File: src/rtl/modexp_seq_controller.sv
// Sequencing FSM for the modular-exponentiation datapath: right-to-left
// square-and-multiply over EXP_WIDTH exponent bits, with key-load gating.
module modexp_seq_controller #(
    parameter int EXP_WIDTH = 16,
    parameter int IDX_W     = $clog2(EXP_WIDTH)
) (
    input  logic                 clk,
    input  logic                 rst,
    input  logic [2:0]           input_data_type,
    input  logic [EXP_WIDTH-1:0] e_in,
    input  logic                 init_done,
    input  logic                 mul_ready,
    input  logic                 mod_ready,
    output logic                 initialize,
    output logic                 en_multiply,
    output logic                 mul_sel,
    output logic                 en_modulo,
    output logic                 update_e,
    output logic                 update_n,
    output logic                 busy,
    output logic                 done,
    output logic                 err,
    output logic [IDX_W-1:0]     bit_idx
);

    localparam logic [2:0] TYPE_DATA = 3'd1;
    localparam logic [2:0] TYPE_E    = 3'd2;
    localparam logic [2:0] TYPE_N    = 3'd3;

    typedef enum logic [3:0] {
        S_IDLE,
        S_INIT,
        S_SCAN,
        S_MUL_REQ,
        S_MUL_WAIT,
        S_MOD_REQ,
        S_MOD_WAIT,
        S_DONE,
        S_UPD_E,
        S_UPD_N
    } state_t;

    state_t                 state;
    logic [EXP_WIDTH-1:0]   e_reg;
    logic [EXP_WIDTH-1:0]   ework;
    logic                   e_valid;
    logic                   n_valid;
    logic                   phase;

    // phase 0 = result*base, 1 = base*base; held through the modulo step
    assign mul_sel = phase;

    always_ff @(posedge clk or posedge rst) begin
        if (rst) begin
            state       <= S_IDLE;
            e_reg       <= '0;
            ework       <= '0;
            e_valid     <= 1'b0;
            n_valid     <= 1'b0;
            phase       <= 1'b0;
            bit_idx     <= '0;
            initialize  <= 1'b0;
            en_multiply <= 1'b0;
            en_modulo   <= 1'b0;
            update_e    <= 1'b0;
            update_n    <= 1'b0;
            busy        <= 1'b0;
            done        <= 1'b0;
            err         <= 1'b0;
        end else begin
            en_multiply <= 1'b0;
            en_modulo   <= 1'b0;
            update_e    <= 1'b0;
            update_n    <= 1'b0;
            done        <= 1'b0;
            err         <= 1'b0;

            case (state)
                S_IDLE: begin
                    case (input_data_type)
                        TYPE_E: begin
                            e_reg    <= e_in;
                            e_valid  <= 1'b1;
                            update_e <= 1'b1;
                            busy     <= 1'b1;
                            state    <= S_UPD_E;
                        end
                        TYPE_N: begin
                            n_valid  <= 1'b1;
                            update_n <= 1'b1;
                            busy     <= 1'b1;
                            state    <= S_UPD_N;
                        end
                        TYPE_DATA: begin
                            if (e_valid && n_valid) begin
                                initialize <= 1'b1;
                                busy       <= 1'b1;
                                state      <= S_INIT;
                            end else begin
                                err <= 1'b1;
                            end
                        end
                        default: ;
                    endcase
                end

                S_UPD_E, S_UPD_N: begin
                    busy  <= 1'b0;
                    state <= S_IDLE;
                end

                S_INIT: begin
                    if (init_done) begin
                        initialize <= 1'b0;
                        ework      <= e_reg;
                        bit_idx    <= '0;
                        state      <= S_SCAN;
                    end
                end

                S_SCAN: begin
                    if (ework == '0) begin
                        done  <= 1'b1;
                        state <= S_DONE;
                    end else begin
                        phase       <= ~ework[0];
                        en_multiply <= 1'b1;
                        state       <= S_MUL_REQ;
                    end
                end

                S_MUL_REQ: state <= S_MUL_WAIT;

                S_MUL_WAIT: begin
                    if (mul_ready) begin
                        en_modulo <= 1'b1;
                        state     <= S_MOD_REQ;
                    end
                end

                S_MOD_REQ: state <= S_MOD_WAIT;

                S_MOD_WAIT: begin
                    if (mod_ready) begin
                        if (!phase) begin
                            // Squaring past the top set bit would be wasted work
                            if (ework[EXP_WIDTH-1:1] == '0) begin
                                done  <= 1'b1;
                                state <= S_DONE;
                            end else begin
                                phase       <= 1'b1;
                                en_multiply <= 1'b1;
                                state       <= S_MUL_REQ;
                            end
                        end else begin
                            ework   <= ework >> 1;
                            bit_idx <= bit_idx + IDX_W'(1);
                            state   <= S_SCAN;
                        end
                    end
                end

                S_DONE: begin
                    busy  <= 1'b0;
                    state <= S_IDLE;
                end

                default: begin
                    busy  <= 1'b0;
                    state <= S_IDLE;
                end
            endcase
        end
    end

endmodule

File: config.mk
export PLATFORM = sky130hd
export DESIGN_NAME = modexp_seq_controller
export DESIGN_NICKNAME = d
export VERILOG_FILES = /design/src/rtl/modexp_seq_controller.sv
export SDC_FILE = /design/constraint.sdc
export NUM_CORES = 1
export LEC_CHECK = 0
export BUFFER_PORTS_ARGS = -buffer_cell sky130_fd_sc_hd__buf_2
export CORE_ASPECT_RATIO = 1.1
export CORE_UTILIZATION = 30
export CTS_BUF_LIST = sky130_fd_sc_hd__clkbuf_16
export DETAILED_ROUTE_END_ITERATION = 6
export PLACE_DENSITY = 0.48
export SYNTH_ARGS = -nofsm -noshare
export SYNTH_HDL_FRONTEND = slang
export SYNTH_SLANG_ARGS = --single-unit
File: constraint.sdc
create_clock -name clk -period 2.7 [get_ports clk]
set_input_delay 0.54 -clock clk [delete_from_list [all_inputs] [get_ports clk]]
set_output_delay 0.54 -clock clk [all_outputs]
set_load 0.02 [all_outputs]
==> flow_summary.json <==
{
  "grt_pass1_vias": 1623,
  "synth.cell_area_mm2": 0.00245,
  "tightest_slew_ns": 0.660,
  "post_cts_gate_resize_count": 0,
  "synth_area_per_cell_um2": 11.3,
  "ys_types": 47,
  "synth_top_cell_area_share": 0.521,
  "timing.clock.skew_ns": 0.00868,
  "dpl.hpwl_um": 3270,
  "final_util": 0.366,
  "post_drt_via_cell_ratio": 4.75,
  "rows": 34,
  "globalplace.congestion": 0.725,
  "cts_tree": "built",
  "cellLeakagePower_nw": 1.24,
  "final-max-slew-violation-count": 0,
  "design.final.nets": 278,
  "crit_arrival_ns": 2.46,
  "worst_setup_start_kind": "flop",
  "clkSlewWorstSetupHoldPaths_ns": 0.07,
  "setup.worst_path.start": "state[0]$_DFFE_PP0P_",
  "peakVddDrop_v": 0.000343,
  "power.density_mw_per_mm2": 991,
  "achievable-frequency_ghz": 0.438,
  "cts_num_sinks": 51,
  "fillCellCount": 834,
  "ys_top_cells_by_count": "sky130_fd_sc_hd__dfrtp_1 (51), sky130_fd_sc_hd__a21oi_1 (19), sky130_fd_sc_hd__nor2_1 (17)",
  "synthCells": 216,
  "cp_max_fo": 18,
  "postRouteAntennaNets": 0,
  "diodes": 0,
  "cts.htree.levels": 2,
  "die-area_mm2": 0.00853,
  "grt_first_pass_wirelength_um": 8050,
  "post-route-drc-count": 0,
  "outcome": "finished, final reports clean",
  "critical-path-slowest-cell": "sky130_fd_sc_hd__or4_4",
  "drt_first_iter_violations": 67,
  "rsz_0062_raised_after_global_routing": "no",
  "timing.reg2reg.worst_path_depth": 5,
  "ioPinCount": 37,
  "syn-num-nets": 241,
  "clock-root-buffer": "sky130_fd_sc_hd__clkbuf_16",
  "number_of_buffer_cells_added_on_primary_ports": 36,
  "deepest_clock_path_buffer_count": 2,
  "postRouteWirelength_um": 4820,
  "worstSetupEndpointType": "flop",
  "totalNegativeSetupSlack_ns": 0,
  "gr-usage-all-layers": 0.123,
  "worst-endpoint-required_ns": 2.88,
  "overall_via_count_from_detail_route": 1720,
  "pin_count_of_the_biggest_net_entering_global_routing": 52,
  "rr_startpoint": "state[0]$_DFFE_PP0P_",
  "yosys_register_bits": 51,
  "die_w_um": 88.1,
  "wl_per_cell_um": 13.3,
  "antenna_found_initial": 0,
  "postSynth.topFlopCell": "sky130_fd_sc_hd__dfrtp_1",
  "finalCriticalPeriod_ns": 2.28,
  "yosysWarnings": 0,
  "floorplan.die.height_um": 96.8,
  "max-slew-margin-rel": 0.560,
  "maxCapViolations": 0,
  "timing.final.hold_violations": 0,
  "yosys-top-cells-area": "sky130_fd_sc_hd__dfrtp_1 (52%), sky130_fd_sc_hd__mux2i_1 (6.5%), sky130_fd_sc_hd__mux2_4 (4.9%)",
  "setup-violations-final": 0,
  "synth_seq_area_share": 0.521,
  "inserted_clock_buffers": 5,
  "floorplan.initialDensity": 0.309,
  "timing.critical_path.cells": "or4_4 -> nor3b_2 -> and2b_1 -> buf_4 -> mux2_2",
  "post-synth-top-count-cell": "sky130_fd_sc_hd__dfrtp_1",
  "synth.largest_area_cell": "sky130_fd_sc_hd__dfrtp_1",
  "synthArstFlopShare": 1.00,
  "critical_path.n_buffers_inverters": 1,
  "min-delay-path-class": "input pin to async pin",
  "clkLatencyLatePin_ns": 0.29,
  "worst-setup-path-type": "flop to flop",
  "post_synth_edffs": 0,
  "crit_cells": 5,
  "fin_crit_sh": 0.845,
  "firstDrtPassIters": 4,
  "final_layout_size_suffix_gt1_frac": 0.311,
  "placeable_area_mm2": 0.00791,
  "cts_post_setup_buffers_inserted": 0,
  "globalRouteOverflowTotal": 0,
  "crit_family": "simple AND/OR/NAND/NOR gates",
  "setup_ws_ns": 0.417,
  "syn2layout_area_growth_pct": 18.4,
  "critPathMaxStageDelay_ns": 0.61,
  "postCtsHoldBufs": 0,
  "place_ws_ns": 0.422,
  "whs_ns": 0.415
}
per-stage QoR:
step | cells | area [µm²] | power, mW
after detailed placement | 354 | 2750 | 2.26
after CTS | 362 | 2900 | 2.93
after global placement | 354 | 2750 | 2.24
after floorplan | 216 | 2450 | 2.02
final | 362 | 2900 | 2.87
after global routing | 362 | 2900 | 3.11
cell type report:
| type | count | area [µm²] | share of cell area |
|---|---|---|---|
| Clock buffer | 5 | 125 | 0.0432 |
| Timing Repair Buffer | 44 | 240 | 0.0829 |
| Multi-Input combinational cell | 143 | 1060 | 0.367 |
| Tap cell | 108 | 135 | 0.0466 |
| Clock inverter | 3 | 27.5 | 0.00950 |
| Sequential cell | 51 | 1280 | 0.440 |
| Inverter | 8 | 30.0 | 0.0104 |
logic make-up after synthesis:
kind of cell / synth area share
flip-flops: 0.521
adder cells (fa/ha/maj): 0.00511
XOR/XNOR: 0.00358
AND/OR/NAND/NOR: 0.161
AO/OA/AOI/OAI: 0.0971
buffers and inverters: 0.0511
multiplexers: 0.160
worst register-to-register path: cells and delay by family, from the launching register on:
kind	cells	cell delay, ns
simple gates	3	0.99
buf+inv	1	0.28
mux	1	0.38
flops	1	0.54
cell usage in the layout, fill, tap and decap left out, drive strengths merged, types with 4 or more instances in the layout:
| cell | instances |
|---|---|
| nor3 | 4 |
| inv | 9 |
| nor2 | 17 |
| o21ai | 5 |
| a21oi | 19 |
| mux2i | 16 |
| buf | 44 |
| dfrtp | 51 |
| mux2 | 18 |
| nor4 | 6 |
| clkbuf | 5 |
| nand2 | 9 |
final timing paths:
| kind | slack, ns | endpoint |
|---|---|---|
| min in group clk | 0.47 | e_reg[7]$_DFFE_PP0P_ |
| hold reg to reg | 0.49 | initialize$_DFFE_PP0P_ |
| setup reg to reg | 0.42 | e_reg[5]$_DFFE_PP0P_ |
| max in group asynchronous | 1.84 | e_valid$_DFFE_PP0P_ |
| hold / removal | 0.41 | e_reg[2]$_DFFE_PP0P_ |
| setup / recovery | 0.42 | e_reg[5]$_DFFE_PP0P_ |
power by group:
part	switching [mW]	total, mW	internal (mW)
combinational	0.436	0.913	0.477
clock	0.294	0.646	0.352
sequential	0.245	1.31	1.07
metal layers:
layer	wire length (µm)	up-vias	GRT usage
met5	0	-	0
met4	50	0	0.0521
met3	170	2	0.0282
met2	2270	33	0.182
met1	2340	831	0.171
li1	-	854	-
Note: power is estimated with default switching activity, not from simulation.
